--- src/rtl/alu_ex_stage_if.sv ---
// Handshake/data bundle between the ALU execute stage and its neighbours.
// master: the side that drives operations in and consumes results.
// slave: the ALU stage itself.
interface alu_ex_stage_if;
  logic        in_valid;
  logic        in_ready;
  logic [31:0] in_a;
  logic [31:0] in_b;
  logic [2:0]  in_op;
  logic        out_valid;
  logic        out_ready;
  logic [31:0] out_result;
  logic        out_zero;
  logic        out_ovf;

  modport master (
    output in_valid, in_a, in_b, in_op, out_ready,
    input  in_ready, out_valid, out_result, out_zero, out_ovf
  );

  modport slave (
    input  in_valid, in_a, in_b, in_op, out_ready,
    output in_ready, out_valid, out_result, out_zero, out_ovf
  );
endinterface

--- src/rtl/alu_ex_stage.sv ---
// ALU execute stage: a combinational 32-bit ALU feeding a 2-entry result FIFO.
// in_ready depends on registered state only, so out_ready never reaches it
// combinationally.
module alu_ex_stage (
  input  logic          clk,
  input  logic          reset,
  alu_ex_stage_if.slave bus
);
  typedef struct packed {
    logic [31:0] result;
    logic        zero;
    logic        ovf;
  } ent_t;

  localparam logic [2:0] OP_ADD  = 3'b000;
  localparam logic [2:0] OP_SUB  = 3'b001;
  localparam logic [2:0] OP_AND  = 3'b010;
  localparam logic [2:0] OP_OR   = 3'b011;
  localparam logic [2:0] OP_NOR  = 3'b100;
  localparam logic [2:0] OP_SLT  = 3'b101;
  localparam logic [2:0] OP_SLTU = 3'b110;
  localparam logic [2:0] OP_XOR  = 3'b111;

  logic [31:0] w_sum, w_diff, w_res;
  logic        w_add_ovf, w_sub_ovf, w_ovf;
  logic        w_push, w_pop;

  ent_t        r_mem [2];
  logic        r_wptr, r_rptr;
  logic [1:0]  r_count;
  // Held low through reset and set on the first edge after release, so
  // in_ready stays low while reset is asserted.
  logic        r_live;

  assign w_sum     = bus.in_a + bus.in_b;
  assign w_diff    = bus.in_a - bus.in_b;
  assign w_add_ovf = (bus.in_a[31] == bus.in_b[31]) && (w_sum[31]  != bus.in_a[31]);
  assign w_sub_ovf = (bus.in_a[31] != bus.in_b[31]) && (w_diff[31] != bus.in_a[31]);

  // ALU result and overflow flag for the operation presented this cycle
  always_comb begin
    w_res = '0;
    w_ovf = 1'b0;
    case (bus.in_op)
      OP_ADD:  begin w_res = w_sum;  w_ovf = w_add_ovf; end
      OP_SUB:  begin w_res = w_diff; w_ovf = w_sub_ovf; end
      OP_AND:  w_res = bus.in_a & bus.in_b;
      OP_OR:   w_res = bus.in_a | bus.in_b;
      OP_NOR:  w_res = ~(bus.in_a | bus.in_b);
      // overflow-corrected sign of a-b gives the signed less-than
      OP_SLT:  w_res = {31'd0, w_diff[31] ^ w_sub_ovf};
      OP_SLTU: w_res = {31'd0, (bus.in_a < bus.in_b)};
      OP_XOR:  w_res = bus.in_a ^ bus.in_b;
      default: w_res = '0;
    endcase
  end

  assign bus.in_ready   = r_live && (r_count != 2'd2);
  assign bus.out_valid  = (r_count != 2'd0);
  assign w_push         = bus.in_valid && bus.in_ready;
  assign w_pop          = bus.out_valid && bus.out_ready;

  assign bus.out_result = r_mem[r_rptr].result;
  assign bus.out_zero   = r_mem[r_rptr].zero;
  assign bus.out_ovf    = r_mem[r_rptr].ovf;

  // FIFO storage, pointers and occupancy; reset clears entries so outputs read 0
  always_ff @(posedge clk or posedge reset) begin
    if (reset) begin
      r_live  <= 1'b0;
      r_wptr  <= 1'b0;
      r_rptr  <= 1'b0;
      r_count <= 2'd0;
      for (int i = 0; i < 2; i++) r_mem[i] <= '0;
    end else begin
      r_live <= 1'b1;
      if (w_push) begin
        r_mem[r_wptr] <= '{result: w_res, zero: (w_res == 32'd0), ovf: w_ovf};
        r_wptr        <= ~r_wptr;
      end
      if (w_pop) r_rptr <= ~r_rptr;
      case ({w_push, w_pop})
        2'b10:   r_count <= r_count + 2'd1;
        2'b01:   r_count <= r_count - 2'd1;
        default: r_count <= r_count;
      endcase
    end
  end
endmodule

--- src/flat_wrapper.sv ---
// flat-port wrapper written by rule: the top's interface ports become plain ports
module alu_ex_stage_flat 
  (clk, reset, bus_in_valid, bus_in_a, bus_in_b, bus_in_op, bus_out_ready, bus_in_ready, bus_out_valid, bus_out_result, bus_out_zero, bus_out_ovf);
  alu_ex_stage_if bus_i ();
  input  logic clk;
  input  logic reset;
  input wire logic [$bits(bus_i.in_valid)-1:0] bus_in_valid;
  input wire logic [$bits(bus_i.in_a)-1:0] bus_in_a;
  input wire logic [$bits(bus_i.in_b)-1:0] bus_in_b;
  input wire logic [$bits(bus_i.in_op)-1:0] bus_in_op;
  input wire logic [$bits(bus_i.out_ready)-1:0] bus_out_ready;
  output wire logic [$bits(bus_i.in_ready)-1:0] bus_in_ready;
  output wire logic [$bits(bus_i.out_valid)-1:0] bus_out_valid;
  output wire logic [$bits(bus_i.out_result)-1:0] bus_out_result;
  output wire logic [$bits(bus_i.out_zero)-1:0] bus_out_zero;
  output wire logic [$bits(bus_i.out_ovf)-1:0] bus_out_ovf;
  assign bus_i.in_valid = bus_in_valid;
  assign bus_i.in_a = bus_in_a;
  assign bus_i.in_b = bus_in_b;
  assign bus_i.in_op = bus_in_op;
  assign bus_i.out_ready = bus_out_ready;
  assign bus_in_ready = bus_i.in_ready;
  assign bus_out_valid = bus_i.out_valid;
  assign bus_out_result = bus_i.out_result;
  assign bus_out_zero = bus_i.out_zero;
  assign bus_out_ovf = bus_i.out_ovf;
  alu_ex_stage u_core (.clk(clk), .reset(reset), .bus(bus_i));
endmodule
--- config.mk ---
export PLATFORM = sky130hd
export DESIGN_NAME = alu_ex_stage_flat
export DESIGN_NICKNAME = d
export VERILOG_FILES = /design/src/rtl/alu_ex_stage_if.sv /design/src/rtl/alu_ex_stage.sv /design/src/flat_wrapper.sv
export SDC_FILE = /design/constraint.sdc
export NUM_CORES = 1
export LEC_CHECK = 0
export BUFFER_PORTS_ARGS = -buffer_cell sky130_fd_sc_hd__buf_2
export CAP_MARGIN = 0
export CORE_UTILIZATION = 40
export CTS_CLUSTER_DIAMETER = 40
export DETAILED_ROUTE_END_ITERATION = 12
export HOLD_SLACK_MARGIN = 0.08
export SKIP_CTS_REPAIR_TIMING = 1
export SYNTH_ARGS = -nofsm -noshare
export SYNTH_HDL_FRONTEND = slang
export SYNTH_SLANG_ARGS = --single-unit
--- constraint.sdc ---
create_clock -name clk -period 5.78 [get_ports clk]
set_clock_uncertainty 0.2 [all_clocks]
set_input_delay 0.867 -clock clk [delete_from_list [all_inputs] [get_ports clk]]
set_output_delay 0.867 -clock clk [all_outputs]
set_load 0.03 [all_outputs]
==> results of run 1 <==
worst max-delay path, stage by stage:
cell and delay, ns:
buf_2 0.09, inv_1 0.05, ha_1 0.30, or3_4 0.40
or4_4 0.44, or3_4 0.42, and2_1 0.17, o21ai_1 0.20
a21oi_1 0.10, o21bai_1 0.16, fa_1 0.46, a221oi_1 0.29
nor2_1 0.07, a311o_1 0.27, a21oi_1 0.10, o311ai_0 0.19
nor4_1 0.28, and4b_1 0.21, nand4_1 0.11, o31ai_1 0.22
stage by stage:
step	total power (uW)	utilization (%)	area [sq um]	setup WS (ns)
6_report	3270	47.6	10900	0.419
5_1_grt	3480	47.6	10900	0.0571
4_1_cts	3270	47.6	10900	0.379
3_5_place_dp	2710	46.3	10600	0.0679
3_3_place_gp	2680	46.3	10600	0.166
2_1_floorplan	2170	-	9440	0.369
cell type report:
type                       instances  area share, %
clock buffer                      10           2.10
timing repair buffer             184           10.2
sequential                        73           16.7
clock inverter                     6          0.631
inverter                         105           3.61
multi-input combinational        949           63.1
tap                              313           3.59
synthesized netlist by cell type, drive strengths merged, types with 21 or more instances:
master	count
ha	97
buf	38
nand2	112
clkbuf	44
inv	104
o21ai	97
o31ai	23
a211oi	23
a21oi	93
nor2	68
dfrtp	73
nor3	21
mux2	70
logic make-up (layout without fill, tap and decap cells):
kind of cell               Yosys count  after routing  share of synthesized area [%]
buffers and inverters              187            305                           7.87
and+or+nand+nor                    327            327                           17.2
adders and majority gates          100            100                           13.5
DFF                                 73             73                           19.4
muxes                               89             89                           10.5
AOI/OAI and AO/OA                  415            415                           30.0
other                                1              1                         0.0397
xor gates and xnor gates            17             17                           1.58
final timing paths:
check | startpoint | to | slack [ns] | cells past startpoint
min in group asynchronous | reset | u_core.r_count[1] | 0.59 | 3
max in group asynchronous | reset | u_core.r_mem[23] | 4.17 | 3
worst max register to register | u_core.r_count[0] | u_core.r_mem[63] | 3.41 | 5
worst min-delay path | u_core.r_mem[23] | u_core.r_mem[23] | 0.27 | 2
worst min register to register | u_core.r_mem[23] | u_core.r_mem[23] | 0.27 | 2
worst max-delay path | bus_in_b[8] | u_core.r_mem[35] | 0.42 | 20
per-layer routing:
metal	share of wire (%)	vias up
li1	-	4652
met1	45	4647
met2	43	502
met3	9.0	65
met4	2.8	0
met5	0	-
sequential cells by signal (all words and copies together), names as in the netlist:
name	flops
u_core.r_live	1
u_core.r_count	2
u_core.r_mem	68
u_core.r_rptr	1
u_core.r_wptr	1
layout by cell type, fill, tap and decap left out, types with 17 or more instances in the layout:
cell      netlist  layout
nand2_1       112     112
buf_2          27     106
inv_1         104     103
ha_1           97      97
o21ai_0        96      95
a21oi_1        92      92
buf_4           0      78
dfrtp_1        73      73
mux2_2         69      69
nor2_1         68      68
o31ai_1        22      22
a211oi_1       22      22
nor3_1         21      20
a21o_1         18      18
mux2i_1        18      18
nand2b_1       17      17
nand3_1        18      17
power by group through the flow:
stage / combinational, uW / sequential [uW] / clock (uW)
final: 1870 / 858 / 543
after global routing: 2010 / 885 / 579
after CTS: 1860 / 858 / 557
after detailed placement: 1840 / 864 / 0
after global placement: 1830 / 852 / 0
after floorplan: 1340 / 827 / 0
==> summary.md, run 1 <==
| Metric | Value |
|---|---|
| Switching share of power | 44.9% |
| Core box area | 22900 sq um |
| Gr usage total | 26.6% |
| Internal power | 1800 uW |
| Seq pwr share | 26.3% |
| WHS | 0.273 ns |
| Drt drc | 0 |
| Psw | 1470 uW |
| Slew at the pin closest to its max-slew limit | 0.997 ns |
| CTS tree | done |
| CP required | 5.81 ns |
| GRT busiest layer | met2 |
| Number of I/O port buffers | 106 |
| Sequential cell area | 1830 sq um |
| Num CTS Buffers | 9 |
| Max-Slew Margin vs Limit | 32.8% |
| Synth warn | 0 |
| Arr. time, crit path | 5.39 ns |
| Final net count | 1493 |
| Sequential share of the synthesized area | 19.4% |
| Yosys cell types | 87 |
| Post-detailed-placement half-perimeter wirelength | 25500 um |
| Initial DRC count | 973 |
| H-tree lvl count | 3 |
| Leading area contributor after synthesis | dfrtp_1 |
| Finished Layout Cells | 1640 |
| Async SR Flop Fraction | 100% |
| Worst skew pair latency | 0.33 ns |
| DRT antenna net count | 0 |
| Filler cells | 2353 |
| Fin. max-slew vios | 0 |
| Initial Utilization | 41.2% |
| RSZ-0062 raised after global routing | false |
| CP Launch Type | primary input |
| Drt wl/cell | 19.9 um |
| Drt total wl | 32700 um |
| Syn_nets | 1380 |
| Die height | 156 um |
| Final Setup Violations | 0 |
| Vias in the first global route | 9153 |
| Die area | 24200 sq um |
| Multi-input combinational cell area | 6890 sq um |
| Initial antenna violation count | 0 |
| Row count | 55 |
| PwrDens | 299 nW/um^2 |
| EDFF count, synth | 0 |
| Max rail drop VDD | 0.000283 V |
| Maxcap violations | 0 |
| Hold Fails Final Rpt | 0 |
| Fraction of layout cells with a size suffix above 1 | 22.9% |
| Outcome | completed |
| FF+latch count, synth | 73 |
| Crit path capture type | flip-flop |
| First-pass GRT wire length | 50400 um |
| CTS max path bufs | 2 |
| M1 GR Usage | 36.9% |
| CTS clk-pin slew, worst paths | 0.06 ns |
| # IOs | 107 |
| Synth top area share | 19.4% |
| Vias/cell | 6.02 |
| Placed cell count | 1624 |
| Cell Area, Synth | 9440 sq um |
| Die width | 156 um |
| Crit Path Class | primary input to flip-flop |
| Post-Syn Instances | 1209 |
| Gpl congestion | 0.957 |
| Synth top area cells | dfrtp_1 (19%), ha_1 (13%), mux2_2 (8.2%), o21ai_0 (5.1%), a21oi_1 (4.9%) |
| GR Util met3 | 5.50% |
| CTS Sinks | 73 |
| Max frequency | 187 MHz |
| Clock share of power | 16.6% |
| Antenna Cells | 0 |
| Total grt overflow | 0 |
| P_leak | 0.00511 uW |
| Logic pwr share | 57.1% |
| Root Driver | clkbuf_16 |
| Tcrit/Tclk final | 92.7% |
| Layout area overhead | 15.6% |
| Fin Setup TNS | 0 ns |
| Ys flop type | dfrtp_1 |
| Mean Syn Cell Area | 7.81 sq um |
| Met2 Track Usage GR | 40.7% |
| Largest net degree at the start of global routing | 74 |
| Vias | 9866 |
| Final min period | 5.36 ns |
| Maximum fanout along the worst path | 4 |
| Worst hold path class | flip-flop to flip-flop |
| First-pass DRT Iterations | 7 |
Note: power is estimated with default switching activity, not from simulation.
==> inputs of run 2 (changes only) <==
PLACE_DENSITY_LB_ADDON = 0.25   (was not set)
==> run 2 against run 1 <==
Effect of this change: final cell count fell by 0.55%; worst setup slack lost 0.031 ns; hold slack hardly changed; non-clock buffer count fell by 9; via count about the same; die area stayed put; clock-buffer cell count grew 2; combinational power is essentially flat; total power is 0.82% lower; sequential share of layout area is 0.12 points higher; sequential power hardly changed; core utilization shrank 0.33 points; largest cell class unchanged.
==> summary.md, run 2 (same netlist as run 1, synthesis figures left out) <==
| Metric | Value |
|---|---|
| Outcome | completed (unchanged) |
| Crit Path Class | primary input to flip-flop (unchanged) |
| Tcrit/Tclk final | 93.3% (was 92.7%) |
| Vias | 9870 (was 9866) |
| Final net count | 1484 (was 1493) |
| Hold Fails Final Rpt | 0 (unchanged) |
| Initial antenna violation count | 0 (unchanged) |
| Row count | 55 (unchanged) |
| Met2 Track Usage GR | 42.8% (was 40.7%) |
| Vias/cell | 6.05 (was 6.02) |
| P_leak | 0.00506 uW (was 0.00511 uW) |
| Sequential cell area | 1830 sq um (unchanged) |
| Design Area, Final | 10800 sq um (was 10900 sq um) |
| Gr usage total | 26.7% (was 26.6%) |
| First-pass DRT Iterations | 6 (was 7) |
| DRT antenna net count | 0 (unchanged) |
| Drt drc | 0 (unchanged) |
| Die area | 24200 sq um (unchanged) |
| Layout area overhead | 14.8% (was 15.6%) |
| PwrDens | 299 nW/um^2 (about the same) |
| Arr. time, crit path | 5.42 ns (was 5.39 ns) |
| Num CTS Buffers | 9 (unchanged) |
| Slew at the pin closest to its max-slew limit | 1.03 ns (was 0.997 ns) |
| Most common cell after layout, fill and taps aside | nand2_1 (unchanged) |
| CP Launch Type | primary input (unchanged) |
| Initial Utilization | 41.2% (unchanged) |
| CTS max path bufs | 2 (unchanged) |
| # IOs | 107 (unchanged) |
| Max reg flops | 68 (unchanged) |
| Die height | 156 um (unchanged) |
| Drt wl/cell | 19.9 um (about the same) |
| CTS clk-pin slew, worst paths | 0.06 ns (about the same) |
| Max rail drop VDD | 0.000239 V (was 0.000283 V) |
| RSZ-0062 raised after global routing | false (unchanged) |
| Most frequent cells in the layout | nand2_1 (112), buf_2 (106), inv_1 (103), ha_1 (97), o21ai_0 (96) (was nand2_1 (112), buf_2 (106), inv_1 (103), ha_1 (97), o21ai_0 (95)) |
| Drt total wl | 32400 um (was 32700 um) |
| Core box area | 22900 sq um (unchanged) |
| DP Area | 10500 sq um (was 10600 sq um) |
| Finished Core Util | 47.3% (was 47.6%) |
| Fin. max-slew vios | 0 (unchanged) |
| Maximum fanout along the worst path | 4 (unchanged) |
| Final Setup Violations | 0 (unchanged) |
| Largest net degree at the start of global routing | 74 (unchanged) |
| WHS | 0.273 ns (about the same) |
| Biggest regs | u_core.r_mem x68, u_core.r_count x2 (unchanged) |
| Crit path capture type | flip-flop (unchanged) |
| Root Driver | clkbuf_16 (unchanged) |
| Max-Slew Margin vs Limit | 31.0% (was 32.8%) |
| Maxcap violations | 0 (unchanged) |
| Final min period | 5.39 ns (was 5.36 ns) |
| Total grt overflow | 0 (unchanged) |
| Worst hold path class | flip-flop to flip-flop (unchanged) |
| Multi-input combinational cell area | 6890 sq um (about the same) |
| Worst skew pair latency | 0.33 ns (about the same) |
| Post-detailed-placement half-perimeter wirelength | 24900 um (was 25500 um) |
| Antenna Cells | 0 (unchanged) |
| H-tree lvl count | 3 (unchanged) |
| Gpl congestion | 0.971 (was 0.957) |
| M1 GR Usage | 36.0% (was 36.9%) |
| GR Util met3 | 5.17% (was 5.50%) |
| Most flop-heavy register | u_core.r_mem (unchanged) |
| Die width | 156 um (unchanged) |
| CTS tree | done (unchanged) |
| Number of I/O port buffers | 106 (unchanged) |
| Filler cells | 2368 (was 2353) |
| CTS Sinks | 73 (unchanged) |
| Initial DRC count | 1085 (was 973) |
| CP required | 5.80 ns (was 5.81 ns) |
| Fraction of layout cells with a size suffix above 1 | 22.5% (was 22.9%) |
| Vias in the first global route | 9396 (was 9153) |
| Max frequency | 185 MHz (was 187 MHz) |
| First-pass GRT wire length | 50900 um (was 50400 um) |
| Fin Setup TNS | 0 ns (unchanged) |
| GRT busiest layer | met2 (unchanged) |
[run 2: cell types whose count changed in the layout (fill, tap and decap cells not counted), sizes merged]
cell      delta
buf          -9
bufinv       -1
clkbuf       +2
clkinvlp     -1
[run 2: layout make-up]
cell class / count / share of cell area [%]
clock buffers: 12 / 2.37
clock inverters: 4 / 0.254
inverters: 105 / 3.64
multi-input cells: 949 / 63.6
flip-flops and latches: 73 / 16.9
well taps: 313 / 3.61
repair buffers: 175 / 9.68
[run 2: metal layers]
layer,vias up,wire length (um)
li1,4639,-
met1,4645,14200
met2,502,14500
met3,84,2790
met4,0,970
met5,-,0
[run 2: per-stage QoR]
step / power, uW / setup WS (ns) / instances
after floorplan: 2170 / 0.369 / 1209
after detailed placement: 2700 / 0.0844 / 1615
after global placement: 2680 / 0.205 / 1615
final: 3240 / 0.388 / 1631
after CTS: 3240 / 0.416 / 1631
after global routing: 3440 / 0.0321 / 1631
[run 2: final timing paths]
| check | from | to | slack [ns] | depth (start not counted) |
|---|---|---|---|---|
| min reg2reg | u_core.r_mem[25] | u_core.r_mem[25] | 0.27 | 2 |
| min | u_core.r_mem[25] | u_core.r_mem[25] | 0.27 | 2 |
| max in group asynchronous | reset | u_core.r_mem[30] | 4.19 | 3 |
| max | bus_in_b[8] | u_core.r_mem[1] | 0.39 | 20 |
| min in group asynchronous | reset | u_core.r_mem[41] | 0.59 | 3 |
| max reg2reg | u_core.r_count[0] | u_core.r_mem[32] | 3.20 | 4 |
[run 2: report_power, final]
| group | internal (uW) | switching (uW) | leakage, uW |
|---|---|---|---|
| clock | 313 | 209 | 0.000131 |
| combinational | 718 | 1150 | 0.00402 |
| sequential | 745 | 111 | 0.000912 |
| total | 1780 | 1460 | 0.00506 |
[run 2: critical path, stage by stage]
cell and delay (ns):
buf_2 0.09, inv_1 0.05, ha_1 0.31, or3_4 0.43
or4_4 0.43, or3_4 0.39, and2_1 0.17, o21ai_0 0.23
a21oi_1 0.11, o21bai_1 0.16, fa_1 0.45, a221oi_1 0.28
nor2_1 0.07, a311o_1 0.27, a21oi_1 0.12, o311ai_0 0.18
nor4_1 0.28, and4b_1 0.22, nand4_1 0.11, o31ai_1 0.20
